==> config.mk <==
export PLATFORM = sky130hd
export DESIGN_NAME = wide_add_seq
export DESIGN_NICKNAME = d
export VERILOG_FILES = /design/src/rtl/wide_add_pkg.sv /design/src/rtl/wide_add_seq_rca.sv /design/src/rtl/wide_add_seq.sv
export SDC_FILE = /design/constraint.sdc
export NUM_CORES = 1
export LEC_CHECK = 0
export CORE_MARGIN = 4
export CORE_UTILIZATION = 45
export DETAILED_ROUTE_END_ITERATION = 8
export PLACE_DENSITY = 0.72
export SLEW_MARGIN = 20
export SYNTH_ARGS = -nofsm -noshare
export SYNTH_HDL_FRONTEND = slang
export SYNTH_SLANG_ARGS = --single-unit
==> constraint.sdc <==
create_clock -name clk -period 7.8 [get_ports clk]
set_input_delay 1.56 -clock clk [delete_from_list [all_inputs] [get_ports clk]]
set_output_delay 1.56 -clock clk [all_outputs]
set_load 0.01 [all_outputs]
==> src/rtl/wide_add_pkg.sv <==
// Shared definitions for the sequential wide adder.
// Holds the FSM state type, the default slice width and slice count, and the
// helper that sizes the slice index register.
package wide_add_pkg;

    typedef enum logic [1:0] {
        StIdle,
        StAdd,
        StDone
    } state_e;

    localparam int unsigned DefaultN     = 7;
    localparam int unsigned DefaultWords = 4;

    // ceil(log2(words)), with a floor of one bit so the index always exists.
    function automatic int unsigned idx_width(input int unsigned words);
        return (words > 1) ? $clog2(words) : 1;
    endfunction

endpackage

==> src/rtl/wide_add_seq_rca.sv <==
// N-bit ripple-carry adder slice.
// Ports:
//   a_i, b_i   : slice operands
//   cin_i      : carry in
//   sum_o      : slice sum
//   cout_o     : carry out of the top bit
module wide_add_seq_rca #(
    parameter int unsigned W = 7
) (
    input  logic [W-1:0] a_i,
    input  logic [W-1:0] b_i,
    input  logic         cin_i,
    output logic [W-1:0] sum_o,
    output logic         cout_o
);

    always_comb begin
        logic c;
        c     = cin_i;
        sum_o = '0;
        for (int i = 0; i < int'(W); i++) begin
            sum_o[i] = a_i[i] ^ b_i[i] ^ c;
            c        = (a_i[i] & b_i[i]) | (c & (a_i[i] ^ b_i[i]));
        end
        cout_o = c;
    end

endmodule

==> src/rtl/wide_add_seq.sv <==
// Sequential wide adder: adds two N*WORDS-bit operands one N-bit slice per
// cycle through a single shared ripple-carry slice, LSB slice first.
// Optional feature: define WIDE_ADD_SEQ_OVF_EN to build the signed overflow
// flag; otherwise ovf is tied low.
// Ports:
//   clk, rst             : clock, asynchronous active-high reset
//   in_valid / in_ready  : operand handshake (a, b, cin)
//   out_valid / out_ready: result handshake (sum, cout, ovf)
//   busy                 : high while adding or holding a result
module wide_add_seq
    import wide_add_pkg::*;
#(
    parameter int unsigned N     = DefaultN,
    parameter int unsigned WORDS = DefaultWords
) (
    input  logic             clk,
    input  logic             rst,
    input  logic             in_valid,
    output logic             in_ready,
    input  logic [N*WORDS-1:0] a,
    input  logic [N*WORDS-1:0] b,
    input  logic             cin,
    output logic             out_valid,
    input  logic             out_ready,
    output logic [N*WORDS-1:0] sum,
    output logic             cout,
    output logic             ovf,
    output logic             busy
);

    localparam int unsigned W    = N * WORDS;
    localparam int unsigned IdxW = idx_width(WORDS);
    localparam logic [IdxW-1:0] LastIdx = IdxW'(WORDS - 1);

    state_e          state_q;
    logic [W-1:0]    a_q;
    logic [W-1:0]    b_q;
    logic [W-1:0]    sum_q;
    logic [IdxW-1:0] idx_q;
    logic            carry_q;
    logic            cout_q;
    logic            in_ready_q;
    logic            out_valid_q;
    logic            busy_q;

    logic [N-1:0]    slice_a;
    logic [N-1:0]    slice_b;
    logic [N-1:0]    slice_sum;
    logic            slice_cout;

    always_comb begin
        slice_a = a_q[int'(idx_q) * N +: N];
        slice_b = b_q[int'(idx_q) * N +: N];
    end

    // The only adder in the design; the FSM time-multiplexes it over slices.
    wide_add_seq_rca #(
        .W (N)
    ) u_rca (
        .a_i    (slice_a),
        .b_i    (slice_b),
        .cin_i  (carry_q),
        .sum_o  (slice_sum),
        .cout_o (slice_cout)
    );

`ifdef WIDE_ADD_SEQ_OVF_EN
    logic ovf_q;
    assign ovf = ovf_q;
`else
    assign ovf = 1'b0;
`endif

    always_ff @(posedge clk or posedge rst) begin
        if (rst) begin
            state_q     <= StIdle;
            a_q         <= '0;
            b_q         <= '0;
            sum_q       <= '0;
            idx_q       <= '0;
            carry_q     <= 1'b0;
            cout_q      <= 1'b0;
            in_ready_q  <= 1'b1;
            out_valid_q <= 1'b0;
            busy_q      <= 1'b0;
`ifdef WIDE_ADD_SEQ_OVF_EN
            ovf_q       <= 1'b0;
`endif
        end else begin
            unique case (state_q)
                StIdle: begin
                    if (in_valid) begin
                        a_q        <= a;
                        b_q        <= b;
                        carry_q    <= cin;
                        idx_q      <= '0;
                        sum_q      <= '0;
                        cout_q     <= 1'b0;
                        in_ready_q <= 1'b0;
                        busy_q     <= 1'b1;
`ifdef WIDE_ADD_SEQ_OVF_EN
                        ovf_q      <= 1'b0;
`endif
                        state_q    <= StAdd;
                    end
                end
                StAdd: begin
                    sum_q[int'(idx_q) * N +: N] <= slice_sum;
                    carry_q <= slice_cout;
                    if (idx_q == LastIdx) begin
                        // Index stops at the last slice; it never wraps.
                        cout_q  <= slice_cout;
                        state_q <= StDone;
                    end else begin
                        idx_q <= idx_q + 1'b1;
                    end
                end
                StDone: begin
                    // First DONE cycle finalises flags from the complete sum,
                    // so out_valid appears WORDS+1 cycles after acceptance.
                    if (!out_valid_q) begin
                        out_valid_q <= 1'b1;
`ifdef WIDE_ADD_SEQ_OVF_EN
                        ovf_q <= (a_q[W-1] == b_q[W-1]) && (sum_q[W-1] != a_q[W-1]);
`endif
                    end else if (out_ready) begin
                        out_valid_q <= 1'b0;
                        busy_q      <= 1'b0;
                        in_ready_q  <= 1'b1;
                        state_q     <= StIdle;
                    end
                end
                default: begin
                    state_q <= StIdle;
                end
            endcase
        end
    end

    assign in_ready  = in_ready_q;
    assign out_valid = out_valid_q;
    assign busy      = busy_q;
    assign sum       = sum_q;
    assign cout      = cout_q;

endmodule

==> results_dict.tcl, run 1 <==
set metrics [dict create \
    ir_drop_mv 0.182 \
    synthesis.area_sq_um 4340 \
    core_area_sq_um 9330 \
    rsz0062_at_grt "no" \
    crit_type "reg2reg" \
    critPathMaxFanout 19 \
    drcViolationCount 0 \
    antenna_cells 0 \
    cap_violations 0 \
    cts-hold-fix-buffers 0 \
    post_cts_buffers 0 \
    h-tree-depth 3 \
    ys_ff_latch 93 \
    cts.sinks 93 \
    avgSynthCellArea_sq_um 15.5 \
    wl_mm 8.98 \
    finalHoldViolCount 0 \
    p_per_area_nw_per_um2 443 \
    synth.largest_area_cell "dfrtp_1" \
    grt_max_degree 57 \
    period_needed_ns 4.34 \
    cp-start-kind "flop" \
    io_pins 94 \
    die_area_sq_um 11300 \
    die_height_microns 106 \
    num_vias 2635 \
    ys_seq_area_frac 0.536 \
    p_leak_nw 2.41 \
    initial_utilization 0.466 \
    clock_skew_ns 0.00796 \
    slew_viol_final 0 \
    numCtsBuffers 9 \
    drt-vias-per-instance 5.20 \
    areaGrowthSynthToFinish_pct 27.7 \
    dp_cells 491 \
    syn-num-nets 353 \
    grt_first_pass_wirelength_mm 14.5 \
    drt-initial-drc-count 89 \
    worstPathRequired_ns 8.04 \
    synth_cells 281 \
    drive_gt1_frac 0.251 \
    clockBufferDepth 2 \
    synthDistinctLibCells 34 \
    std_cell_rows 35 \
    synth_warnings 0 \
    portBuffers 92 \
    antenna_found_initial 0 \
    die_x_microns 106 \
    worst_pin_slew_ns 0.937 \
    path_clk_slew_ns 0.09 \
    overflow 0 \
    root_buffer "clkbuf_8" \
    cts_tree "done" \
    fin_crit_sh 0.556 \
    clk_latency_ns 0.35 \
    grt_pass1_vias 2755 \
    max_clock_freq_mhz 231 \
    maxSlewHeadroom 0.375 \
    fin_setup_tns_ns 0 \
    worstHoldPathType "reg2reg" \
    synth_top_area_frac 0.530 \
    yosys-top-cells-area "dfrtp_1 (53%), mux2_4 (14%), mux4_2 (7.3%), mux2_2 (4.7%), o2bb2ai_1 (4.4%)" \
    fin_nets 445 \
    dp_hpwl_mm 6.80 \
    cts_resized 0 \
    dpl_cell_area_sq_um 5350 \
    place_congestion 0.821 \
    endpoint_kind "flop" \
    report.final.setup_viol 0 \
    layout_common_cells "dfrtp_1 (92), clkdlybuf4s50_1 (92), mux2_4 (40)" \
    grt_usage 0.165 \
    status "finished clean" \
    drtAntennaViolNets 0 \
    wl_per_cell_microns 17.7 \
    worstPathArrival_ns 4.58 \
    design_area_sq_um 5550 \
    final_cells 507 \
    first_pass_iters 4 \
]
-- layer usage --
| layer | wire length, microns | GRT usage | part of all wire | vias up |
|---|---|---|---|---|
| li1 | - | - | - | 1200 |
| met1 | 4180 | 0.238 | 0.47 | 1335 |
| met2 | 4100 | 0.251 | 0.46 | 89 |
| met3 | 587 | 0.0395 | 0.065 | 11 |
| met4 | 115 | 0.0500 | 0.013 | 0 |
| met5 | 0 | 0 | 0 | - |
-- worst paths after layout --
check                           slack (ns)                 start              endpoint  cells past startpoint
worst max register to register        3.46  idx_q[1]$_DFFE_PP0P_   sum[13]$_DFFE_PP0P_                     13
worst min-delay path                  0.50   sum[16]$_DFFE_PP0P_   sum[16]$_DFFE_PP0P_                      1
worst max-delay path                  3.46  idx_q[1]$_DFFE_PP0P_   sum[13]$_DFFE_PP0P_                     13
max in group asynchronous             5.06                   rst  idx_q[0]$_DFFE_PP0P_                      3
worst min register to register        0.50   sum[16]$_DFFE_PP0P_   sum[16]$_DFFE_PP0P_                      1
min in group asynchronous             1.60                   rst   sum[10]$_DFFE_PP0P_                      2
-- synthesized netlist by cell type --
library cell  count
a21o_1            4
a21oi_1           2
a22o_1           11
a22oi_1           1
and2b_1           1
and3_1            2
and3b_1           1
and4bb_2          1
buf_1             1
buf_2             5
buf_4             3
buf_6             5
conb_1            1
dfrtp_1          92
dfstp_2           1
fa_1              7
ha_1              4
inv_1            20
mux2_2           18
mux2_4           40
mux2i_1           1
mux4_2           14
nand2_1           7
nand2b_1          1
nand2b_4          1
nand3_1           2
nand3b_1          1
nand4_1           1
nor2_1            3
nor2_2            1
nor2b_1           3
o21ai_0           2
o21bai_1          2
o2bb2ai_1        22
-- critical path, stage by stage (launching register included) --
cell and delay, ns:
dfrtp_1 0.83, mux4_2 0.34, inv_1 0.05, fa_1 0.39, fa_1 0.39, fa_1 0.41, fa_1 0.37, inv_1 0.07
fa_1 0.16, inv_1 0.05, fa_1 0.36, inv_1 0.08, fa_1 0.47, a22o_1 0.22
-- flip-flops by register name, summed over array words and instances, names as in the netlist --
name / count
idx_q: 2
carry_q: 1
sum: 28
state_q: 2
out_valid: 1
cout: 1
in_ready: 1
b_q: 28
a_q: 28
busy: 1
-- metrics by stage --
stage,util,setup slack (ns),total power [W],hold WS (ns)
4_1_cts,0.595,3.44,0.00248,0.504
3_5_place_dp,0.573,3.46,0.00215,0.481
5_1_grt,0.595,3.17,0.00263,0.522
3_3_place_gp,0.573,3.61,0.00211,0.476
6_report,0.595,3.46,0.00246,0.498
2_1_floorplan,-,3.74,0.00176,0.450
-- report_power, final --
group          total [W]  leakage, nW  switching (W)  internal, W
Clock           0.000323       0.0878       0.000166     0.000157
Sequential      0.000864         1.15       0.000164     0.000699
Combinational    0.00127         1.17       0.000570     0.000701
Total            0.00246         2.41       0.000901      0.00156
-- cell type report --
class / instances / area, sq um
clock buffer: 11 / 141
clock inverter: 5 / 60.1
fill: 751 / 3780
inverter: 20 / 76.3
multi-input combinational: 154 / 1840
sequential: 93 / 2330
tap: 129 / 161
timing repair buffer: 95 / 943
-- kinds of logic after synthesis --
group / synth area share
flops: 0.536
mux: 0.260
compound gates: 0.0833
buf+inv: 0.0421
simple gates: 0.0340
fa+ha+maj: 0.0438
other cells: 0.000863
(Power assumes the default switching activity.)
==> run 2, diff against run 1 <==
--- a/config.mk
+++ b/config.mk
@@ -8,7 +8,7 @@
 export CORE_MARGIN = 4
 export CORE_UTILIZATION = 45
 export DETAILED_ROUTE_END_ITERATION = 8
-export PLACE_DENSITY = 0.72
+export PLACE_DENSITY = 0.75
 export SLEW_MARGIN = 20
 export SYNTH_ARGS = -nofsm -noshare
 export SYNTH_HDL_FRONTEND = slang
==> constraint.sdc (replaced) <==
create_clock -name clk -period 3.6 [get_ports clk]
set_input_delay 0.72 -clock clk [delete_from_list [all_inputs] [get_ports clk]]
set_output_delay 0.72 -clock clk [all_outputs]
set_load 0.01 [all_outputs]
==> run 2 against run 1 <==
Effect of this change:
- the run now ends with setup timing left
- maximum frequency increased by 18%
- die area unchanged
- wire length increased by 2.7%
- cell count increased by 1.2%
- clock-buffer cell count unchanged
- power increased by 120%
- clock skew increased by 0.0079 ns
- sequential power increased by 110%
- first-iteration DRC count increased by 12%
==> results_dict.tcl, run 2 (same netlist as run 1, synthesis figures left out) <==
set metrics [dict create \
    status "finished with violations" \
    violations "setup timing" \
    grt_max_degree 63 \
    crit_type "reg2reg" \
    slew_viol_final 0 \
    areaGrowthSynthToFinish_pct 29.3 \
    cap_violations 0 \
    drcViolationCount 0 \
    worst_pin_slew_ns 0.572 \
    wl_met2_mm 4.56 \
    worstPathArrival_ns 3.90 \
    path_clk_slew_ns 0.09 \
    utilization 0.602 \
    max_clock_freq_mhz 273 \
    cp-start-kind "flop" \
    initial_utilization 0.466 \
    antenna_cells 0 \
    num_vias 2642 \
    first_pass_iters 5 \
    dp_hpwl_mm 6.98 \
    std_cell_rows 35 \
    drt-initial-drc-count 100 \
    worstHoldPathType "reg2reg" \
    die_x_microns 106 \
    drtAntennaViolNets 0 \
    wl_mm 9.22 \
    drt-vias-per-instance 5.15 \
    root_buffer "clkbuf_8" \
    wl_met3_microns 448 \
    die_area_sq_um 11300 \
    overflow 0 \
    cts_tree "done" \
    grt_first_pass_wirelength_mm 15.1 \
    fillCellCount 736 \
    core_area_sq_um 9330 \
    rsz0062_at_grt "yes" \
    maxSlewHeadroom 0.618 \
    seqCellArea_sq_um 2330 \
    layout_common_cells "dfrtp_1 (92), clkdlybuf4s50_1 (92), mux2_4 (40)" \
    clock_skew_ns 0.0158 \
    p_total_w 0.00546 \
    io_pins 94 \
    wl_met1_mm 4.12 \
    clk_latency_ns 0.36 \
    setup_slack_ns -0.0623 \
    worstPathRequired_ns 3.84 \
    h-tree-depth 3 \
    critPathMaxFanout 4 \
    fin_crit_sh 1.02 \
    numCtsBuffers 9 \
    grt_usage 0.171 \
    antenna_found_initial 0 \
    portBuffers 92 \
    die_height_microns 106 \
    multi_input_comb_area_sq_um 1860 \
    report.final.setup_viol 4 \
    ir_drop_mv 0.388 \
    top_layer_used "met4" \
    grt_pass1_vias 2818 \
    finalHoldViolCount 0 \
    drive_gt1_frac 0.297 \
    place_congestion 0.785 \
    cts.sinks 93 \
    clockBufferDepth 2 \
    r2r_slack_ns -0.06 \
    wl_per_cell_microns 18.0 \
    p_leak_nw 2.43 \
    fin_nets 451 \
    p_per_area_nw_per_um2 972 \
    period_needed_ns 3.66 \
    endpoint_kind "flop" \
]
-- run 2: cell count changes in the layout (fill, tap and decap cells not counted), moves of 2 or more --
cell and delta:
inv_2 +5, fa_1 -7, inv_1 -5, buf_12 +2, fa_2 +7, buf_4 +4
-- run 2: path summary, 6_finish.rpt --
path / startpoint / end / cells past startpoint
setup / recovery: idx_q[0]$_DFFE_PP0P_ / sum[13]$_DFFE_PP0P_ / 13
hold / removal: sum[17]$_DFFE_PP0P_ / sum[17]$_DFFE_PP0P_ / 1
setup reg to reg: idx_q[0]$_DFFE_PP0P_ / sum[13]$_DFFE_PP0P_ / 13
hold reg to reg: sum[17]$_DFFE_PP0P_ / sum[17]$_DFFE_PP0P_ / 1
max in group asynchronous: rst / in_ready$_DFFE_PP1P_ / 3
min in group asynchronous: rst / sum[10]$_DFFE_PP0P_ / 2
-- run 2: what timing repair did --
action	in CTS	in global routing
hold buffers	0	0
pin swaps	7	4
buffers inserted	1	1
setup endpoints to repair	4	5
gates resized for setup	3	3
-- run 2: where the power goes --
| part | switching [W] | internal (W) |
|---|---|---|
| Combinational | 0.00132 | 0.00167 |
| Clock | 0.000366 | 0.000270 |
| Sequential | 0.000314 | 0.00152 |
| Total | 0.00200 | 0.00345 |
-- run 2: per-layer routing --
metal  global-route usage  up-vias
met5                    0        -
met4               0.0444        0
met3               0.0334        8
met2                0.284       76
met1                0.232     1338
li1                     -     1220
-- run 2: layout make-up --
| class | count | area share |
|---|---|---|
| clock buffers | 11 | 0.0252 |
| clock inverters | 5 | 0.00646 |
| inverters | 20 | 0.0136 |
| multi-input cells | 154 | 0.331 |
| flip-flops and latches | 93 | 0.415 |
| well taps | 129 | 0.0287 |
| repair buffers | 101 | 0.180 |
-- run 2: metrics by stage --
stage / setup slack, ns / cells / TNS [ns] / area, sq um / hold WS, ns
after global placement: -0.0675 / 495 / -0.202 / 5420 / 0.471
after floorplan: -0.226 / 281 / -0.821 / 4370 / 0.450
after global routing: -0.179 / 513 / -0.643 / 5620 / 0.528
after detailed placement: -0.133 / 495 / -0.448 / 5420 / 0.476
final: -0.0623 / 513 / -0.194 / 5620 / 0.491
after CTS: -0.0759 / 512 / -0.223 / 5600 / 0.499
-- run 2: worst max-delay path, cell delays in order, from the launching register on --
cell	delay, ns
dfrtp_1	0.43
mux4_2	0.35
inv_2	0.04
fa_2	0.35
fa_2	0.35
fa_2	0.37
fa_2	0.34
inv_2	0.06
fa_2	0.18
inv_2	0.04
fa_2	0.32
inv_2	0.07
fa_2	0.45
a22o_1	0.20
